## config.mk

```make
export PLATFORM = sky130hd
export DESIGN_NAME = led_fader
export DESIGN_NICKNAME = d
export VERILOG_FILES = /design/src/rtl/led_fader_pkg.sv /design/src/rtl/led_fader_pwm_gen.sv /design/src/rtl/led_fader.sv
export SDC_FILE = /design/constraint.sdc
export NUM_CORES = 1
export LEC_CHECK = 0
export ABC_AREA = 1
export CAP_MARGIN = 20
export CORE_ASPECT_RATIO = 1.25
export CORE_MARGIN = 2
export CORE_UTILIZATION = 45
export DETAILED_ROUTE_END_ITERATION = 6
export GPL_TIMING_DRIVEN = 0
export PLACE_DENSITY = 0.67
export SKIP_LAST_GASP = 1
export SYNTH_ARGS = -nofsm -noshare
export SYNTH_HDL_FRONTEND = slang
export SYNTH_HIERARCHICAL = 1
export SYNTH_SLANG_ARGS = --single-unit
```

## constraint.sdc

```tcl
create_clock -name clk -period 1.5 [get_ports clk]
set_input_delay 0.3 -clock clk [delete_from_list [all_inputs] [get_ports clk]]
set_output_delay 0.3 -clock clk [all_outputs]
set_load 0.01 [all_outputs]
```

## src/rtl/led_fader_pkg.sv

```systemverilog
// led_fader_pkg: shared types and default constants for the LED fader.
//   state_e       - envelope FSM state, encoded 0..3 as seen on state_o
//   DefPwmBits    - default PWM counter / duty width
//   DefStep       - default duty step per tick
//   DefHoldTicks  - default ticks spent in each hold state
//   NumLeds       - number of LED channels driven
package led_fader_pkg;

  typedef enum logic [1:0] {
    RampUp   = 2'd0,
    HoldHi   = 2'd1,
    RampDown = 2'd2,
    HoldLo   = 2'd3
  } state_e;

  localparam int unsigned DefPwmBits   = 8;
  localparam int unsigned DefStep      = 8;
  localparam int unsigned DefHoldTicks = 4;
  localparam int unsigned NumLeds      = 6;

endpackage

```

## src/rtl/led_fader_pwm_gen.sv

```systemverilog
// pwm_gen: free-running PWM counter, period-boundary latching of duty and
// LED pattern, and the registered active-low LED compare.
//   clk       - clock, all state on rising edge
//   rst_n     - asynchronous active-low reset
//   enable_i  - 0 forces all LEDs off (high)
//   duty_i    - requested duty, sampled only at the period boundary
//   pattern_i - LED select, sampled only at the period boundary
//   led_o     - registered active-low LED drive (0 = lit)
module pwm_gen
  import led_fader_pkg::*;
#(
  parameter int unsigned PWM_BITS = DefPwmBits
) (
  input  logic                clk,
  input  logic                rst_n,
  input  logic                enable_i,
  input  logic [PWM_BITS-1:0] duty_i,
  input  logic [NumLeds-1:0]  pattern_i,
  output logic [NumLeds-1:0]  led_o
);

  localparam logic [PWM_BITS-1:0] DutyMax = '1;

  logic [PWM_BITS-1:0] pwm_cnt_q;
  logic [PWM_BITS-1:0] active_duty_q;
  logic [NumLeds-1:0]  active_pat_q;
  logic [NumLeds-1:0]  led_q, led_d;
  logic                boundary;
  logic                lit;

  assign boundary = (pwm_cnt_q == DutyMax);

  // Duty DUTY_MAX lights for counts 0..DUTY_MAX-1, i.e. all but one cycle.
  assign lit   = enable_i && (pwm_cnt_q < active_duty_q);
  assign led_d = ~(active_pat_q & {NumLeds{lit}});
  assign led_o = led_q;

  always_ff @(posedge clk or negedge rst_n) begin
    if (!rst_n) begin
      pwm_cnt_q     <= '0;
      active_duty_q <= '0;
      active_pat_q  <= '0;
      led_q         <= '1;
    end else begin
      pwm_cnt_q <= pwm_cnt_q + 1'b1;
      // Latching only here keeps every period whole: no mid-period glitch.
      if (boundary) begin
        active_duty_q <= duty_i;
        active_pat_q  <= pattern_i;
      end
      led_q <= led_d;
    end
  end

endmodule

```

## src/rtl/led_fader.sv

```systemverilog
// led_fader: LED breathing envelope. A four-state FSM ramps a duty value up,
// holds, ramps down, holds, advancing once per enabled tick; pwm_gen turns
// the duty into active-low PWM on the selected LEDs.
//   clk        - clock, all state on rising edge
//   rst_n      - asynchronous active-low reset
//   tick       - one-cycle envelope step strobe
//   enable     - 1 = fading and outputs active; 0 = frozen, LEDs off
//   pattern    - LED select, 1 = LED participates
//   led_output - registered active-low LED drive (0 = lit)
//   state_o    - current envelope state for debug
module led_fader
  import led_fader_pkg::*;
#(
  parameter int unsigned PWM_BITS   = DefPwmBits,
  parameter int unsigned STEP       = DefStep,
  parameter int unsigned HOLD_TICKS = DefHoldTicks
) (
  input  logic                clk,
  input  logic                rst_n,
  input  logic                tick,
  input  logic                enable,
  input  logic [NumLeds-1:0]  pattern,
  output logic [NumLeds-1:0]  led_output,
  output logic [1:0]          state_o
);

  localparam logic [PWM_BITS-1:0] DutyMax    = '1;
  localparam logic [PWM_BITS:0]   DutyMaxExt = {1'b0, DutyMax};
  localparam logic [PWM_BITS:0]   StepExt    = (PWM_BITS + 1)'(STEP);
  localparam logic [PWM_BITS-1:0] StepN      = PWM_BITS'(STEP);

  localparam int unsigned HoldW       = (HOLD_TICKS > 2) ? $clog2(HOLD_TICKS) : 1;
  localparam int unsigned HoldLastInt = (HOLD_TICKS == 0) ? 0 : HOLD_TICKS - 1;
  localparam logic [HoldW-1:0] HoldLast = HoldW'(HoldLastInt);

  state_e              state_q, state_d;
  logic [PWM_BITS-1:0] duty_q, duty_d;
  logic [HoldW-1:0]    hold_q, hold_d;

  // One extra bit so duty+STEP cannot wrap before saturation.
  logic [PWM_BITS:0]   up_sum;
  logic                up_sat;
  logic                down_zero;

  assign up_sum    = {1'b0, duty_q} + StepExt;
  assign up_sat    = (up_sum >= DutyMaxExt);
  assign down_zero = ({1'b0, duty_q} <= StepExt);

  always_comb begin
    state_d = state_q;
    duty_d  = duty_q;
    hold_d  = hold_q;
    if (enable && tick) begin
      case (state_q)
        RampUp: begin
          if (up_sat) begin
            duty_d  = DutyMax;
            hold_d  = '0;
            state_d = (HOLD_TICKS == 0) ? RampDown : HoldHi;
          end else begin
            duty_d = up_sum[PWM_BITS-1:0];
          end
        end
        HoldHi: begin
          if (hold_q == HoldLast) begin
            hold_d  = '0;
            state_d = RampDown;
          end else begin
            hold_d = hold_q + 1'b1;
          end
        end
        RampDown: begin
          if (down_zero) begin
            duty_d  = '0;
            hold_d  = '0;
            state_d = (HOLD_TICKS == 0) ? RampUp : HoldLo;
          end else begin
            duty_d = duty_q - StepN;
          end
        end
        HoldLo: begin
          if (hold_q == HoldLast) begin
            hold_d  = '0;
            state_d = RampUp;
          end else begin
            hold_d = hold_q + 1'b1;
          end
        end
        default: state_d = RampUp;
      endcase
    end
  end

  always_ff @(posedge clk or negedge rst_n) begin
    if (!rst_n) begin
      state_q <= RampUp;
      duty_q  <= '0;
      hold_q  <= '0;
    end else begin
      state_q <= state_d;
      duty_q  <= duty_d;
      hold_q  <= hold_d;
    end
  end

  assign state_o = state_q;

  pwm_gen #(
    .PWM_BITS (PWM_BITS)
  ) u_pwm (
    .clk       (clk),
    .rst_n     (rst_n),
    .enable_i  (enable),
    .duty_i    (duty_q),
    .pattern_i (pattern),
    .led_o     (led_output)
  );

endmodule

```

### Word level (Yosys, flattened, before mapping)

Cells that the tools add are included.

* output and inout bits: 8
* flip-flop bits (word level): 40
* word-level logic and storage cells: 45

* muxes and demuxes: 12
* add/sub/neg operators: 4
* reductions and logical operators: 8
* $lt $le $gt $ge: 3
* equality and inequality tests: 9
* bitwise logic cells: 2

Operator list (count)
* 8-bit 2-to-1 mux: 2
* 8-bit one-hot mux with 2 select lines: 1
* 2-bit 2-to-1 mux: 7
* 8-bit by 4-bit adder with 9-bit output (second input constant): 1
* 9-bit by 8-bit >= comparator with 1-bit output (second input constant): 1
* 8-bit by 1-bit adder with 8-bit output (second input constant): 1
* 8-bit equality test (second input constant): 1
* 8-bit by 4-bit <= comparator with 1-bit output (second input constant): 1
* 8-bit < comparator: 1
* 2-bit != test (second input constant): 4
* 2-bit one-hot mux with 4 select lines: 1
* 8-bit by 4-bit subtractor with 8-bit output (second input constant): 1
* 6-bit AND: 1
* 2-bit equality test (second input constant): 3
* 6-bit inverter: 1
* 2-bit one-hot mux with 3 select lines: 1
* 5-bit AND reduction: 1
* 3-bit AND reduction: 1
* 2-bit by 1-bit adder with 2-bit output (second input constant): 1
* 2-bit by 1-bit equality test with 1-bit output (second input constant): 1
* 1-bit logical AND: 2
* 2-bit logical NOT: 1
* 2-bit AND reduction: 1
* 2-bit nonzero test: 1
* 2-bit OR reduction: 1

### Depth between registers and ports, before layout

* depth after elaboration: 4
* mapped depth: 11
* depth with buffers taken out: 11

### By module

The synthesis kept the hierarchy.

By module, submodules not included
* pwm_gen: area each 1306.3 um^2, cells an instance 127, times used 1
* led_fader: area each 903.4 um^2, cells an instance 107, times used 1

### Worst setup path after synthesis

OpenSTA, ideal clock, no wires.

* kind: register to register
* start: register duty_q[4]
* end: register hold_q[1]
* path buffers: 0
* library setup time: 0.123 ns
* data arrival time: 1.489 ns
* setup slack: -0.112 ns
* stages on the path, launching flop included: 12
* clock period less this slack: 1.612 ns
* cells stage by stage: dfrtp_1 > inv_1 > ha_1 > nand2_1 > nand2_1 > nand2_1 > nor2_2 > nand3_2 > nand3_4 > nand2_4 > nand2_1 > o21ai_2

* word-level cells in the longest chain between the ends: 4
* elaborated cells on any way between the ends: 6
* those cells by class: add/sub (1); order compare (2); eq/ne (2); reduce/logical (1)

RTL lines
* from (decl): line led_fader.sv:37 `logic [PWM_BITS-1:0] duty_q, duty_d;`
* from (signal assigned): line led_fader.sv:101 `duty_q <= duty_d;`
* 8-bit by 4-bit adder with 9-bit output: line led_fader.sv:45 `assign up_sum = {1'b0, duty_q} + StepExt;`
* 9-bit by 8-bit >= comparator with 1-bit output: line led_fader.sv:46 `assign up_sat = (up_sum >= DutyMaxExt);`
* 2-bit != test (no source line)
* 3-bit AND reduction (no source line) *
* to (signal assigned): line led_fader.sv:102 `hold_q <= hold_d;`
* to (decl): line led_fader.sv:38 `logic [HoldW-1:0] hold_q, hold_d;`

Mark *: on every way between the ends. The rest lies on a longest branch, timed or not.
A chain may end at the register's enable or synchronous reset.

### Final worst setup path

Same ends and word-level chain as after synthesis.

==> results by group <==
Outcome
  – Run status: finished, violations left
  – Failing checks: negative setup slack

Floorplanning
  – Core area: 0.00473 mm2
  – Die Ht: 82.3 um
  – Starting density of the core: 46.7%
  – Site Rows: 28
  – IO Pins: 18
  – Die area: 0.00549 mm2
  – Chip Width: ~67 um

Clocking
  – Clk root buf: clkbuf_8
  – Clk pin slew, worst setup/hold paths: 70 ps
  – Clock sinks: 38
  – Clock Path Buffers: 2
  – Clk Latency, worst-skew pair: ~290 ps
  – Total CTS buffers: 5
  – # H-tree levels: 2
  – CTS tree: done
  – Hold buffers post-CTS: 0

Synth
  – Syn Area/Cell: 9.44 um2
  – Post-Syn Area: 0.00221 mm2
  – Post-synthesis cell type count: 35
  – Top cells by area, synth: dfrtp_1 (36%), ha_1 (9.1%), nand2_1 (8.2%)
  – Post-synthesis cell count: 234
  – Mapped Nets: 260
  – Synth area leader: dfrtp_1
  – Seq/Total Area, Yosys: 43.4%
  – Yosys top cell area share: 36.2%
  – Synthesized flop and latch total: 38
  – Warnings from Yosys: 6

Worst setup path
  – Worst r2r src: duty_q[4]
  – CP Buf/Inv Count: 1
  – CP Cell Sequence: inv_2 > ha_4 > nand2_2 > nand2_1 > nand2_1 > nor2_2 > nand3_2 > nand3_4 > nand2_4 > nand2_2 > o21ai_2
  – Worst path max stage delay: 400 ps
  – Setup CP Type: flop to flop
  – Slowest cell on the critical path: dfrtp_2
  – Crit-path max FO: 4
  – Worst Path Arrival: 1700 ps
  – FF-to-FF path depth: 11
  – CP Launch Type: flop
  – Endpoint type of the worst setup path: flop
  – RR Endpoint: hold_q[1]
  – R2R Setup Slk: -20 ps
  – CP Data Required Time: ~1700 ps
  – CP top delay family: simple AND/OR/NAND/NOR gates

STA
  – Setup TNS: -64.6 ps
  – Finish-stage setup viols: 3
  – Post-Route Skew: 8.79 ps
  – WHS: 104 ps
  – Final Hold Viols: 0
  – Worst-Margin Slew: 816 ps
  – Min Tclk post-route: 1520 ps
  – F_max: 0.656 GHz
  – Slew Limit Fails: 0
  – Worst setup margin: -24.5 ps
  – Slew headroom: 45.6%
  – RSZ-0062 raised after global routing: true
  – Fin crit share: 102%

Detailed routing
  – Routed via count: between 1500 and 2000
  – Routed vias/inst: about 5
  – DRT iter0 DRCs: 98
  – Drt pass-1 iters: 4
  – Routed WL per cell: around 13 um
  – Remaining DRCs: 0
  – Routed WL: 4.25 mm
  – Final ANT Viol Nets: 0

Placed design
  – Gpl congestion: around 0.86
  – Pre-CTS WS: -299 ps
  – Hpwl dp: 2.91 mm
  – Input/output buffers: 17

Global route
  – Number of global-route vias before repair: 1691
  – Global-route wire length before repair: 7.37 mm
  – Overall Global Routing Usage: roughly 18%
  – GR Overflow Total: 0
  – Pin count of the biggest net entering global routing: 39
  – Initial antenna violation count: 0

Cells and area
  – Commonest cells after routing, fill and taps aside: nand2_1 (45), dfrtp_1 (29), inv_1 (20)
  – Final net count: 301
  – # diodes: 0
  – Layout Utilization: 58.3%
  – Ratio of cells with drive above 1 in the final layout: 34.4%
  – Commonest non-fill, non-tap cell in the layout: nand2_1
  – Synthesis-to-finish area growth: 24.7%

Power and ir drop
  – Total power: 3.90 mW
  – VDD IR max: 0.00100 V
  – Total power divided by cell area: 1410 mW/mm2
  – Leakage: 1.25 nW

Flow run
  – # Max-Cap Violations: 0

Worst hold path
  – Hold Path Class: primary input to async pin
-- kinds of logic after synthesis --
kind of cell    count (synthesis)  synth area share [%]
xor+xnor                        9                  3.57
simple gates                  112                  28.9
buf+inv                        35                  6.97
flops                          38                  43.4
fa+ha+maj                      16                  9.06
compound gates                 24                  8.15
-- timing repair --
action,4_1_cts,5_1_grt
pin swaps,7,8
endpoints found under the setup margin,28,26
gates resized for setup,19,7
buffers inserted,14,3
-- how the worst max path moves through the flow --
stage                     startpoint          to  cells past startpoint
after floorplan            duty_q[3]   hold_q[1]                     11
after global placement         rst_n   duty_q[4]                      1
after detailed placement      enable   duty_q[4]                      8
after CTS                  duty_q[3]  state_o[0]                     11
after global routing       duty_q[3]   hold_q[0]                     11
final                      duty_q[4]   hold_q[1]                     11
-- cells in the mapped netlist (all sizes together) --
cell type	count
clkinv	2
dfrtp	32
nor2	22
dfstp	6
o21ai	8
nand4	8
nand2	54
nand3	22
nor3	2
nor3b	1
or2	2
a21oi	12
ha	16
o21bai	1
a22oi	2
xnor2	2
buf	3
inv	30
nand3b	1
a31oi	1
xor2	7
-- flip-flops by register name, indices dropped and copies added, names as in the netlist --
register	flops
u_pwm/active_duty_q	8
u_pwm/led_o	6
duty_q	6
u_pwm/active_pat_q	6
hold_q	2
state_o	2
u_pwm/pwm_cnt_q	8
-- layout make-up --
type / instances / area [um2]
inverters: 32 / 123
clock buffers: 7 / 76.3
flip-flops and latches: 38 / 962
multi-input cells: 161 / 1170
repair buffers: 34 / 283
well taps: 60 / 75.1
fillers: 423 / 1970
clock inverters: 1 / 30.0
plain buffers: 3 / 33.8
-- layer usage --
| metal | GRT usage, % | routed length [um] | up-vias |
|---|---|---|---|
| met2 | 32.1 | 2200 | 22 |
| li1 | - | - | 834 |
| met1 | 19.8 | 1870 | 776 |
| met4 | 10.0 | 92 | 0 |
| met3 | 2.98 | 86 | 8 |
| met5 | 0 | 0 | - |
-- per-stage QoR --
step | instances | cell area [um2]
finish | 336 | 2760
global route | 336 | 2760
CTS | 333 | 2710
detailed placement | 311 | 2460
global placement | 311 | 2470
floorplan | 234 | 2220
-- power breakdown --
group	switching (mW)	internal, mW
logic	0.958	0.781
registers	0.179	1.15
clock network	0.334	0.497
(Power assumes the default switching activity.)
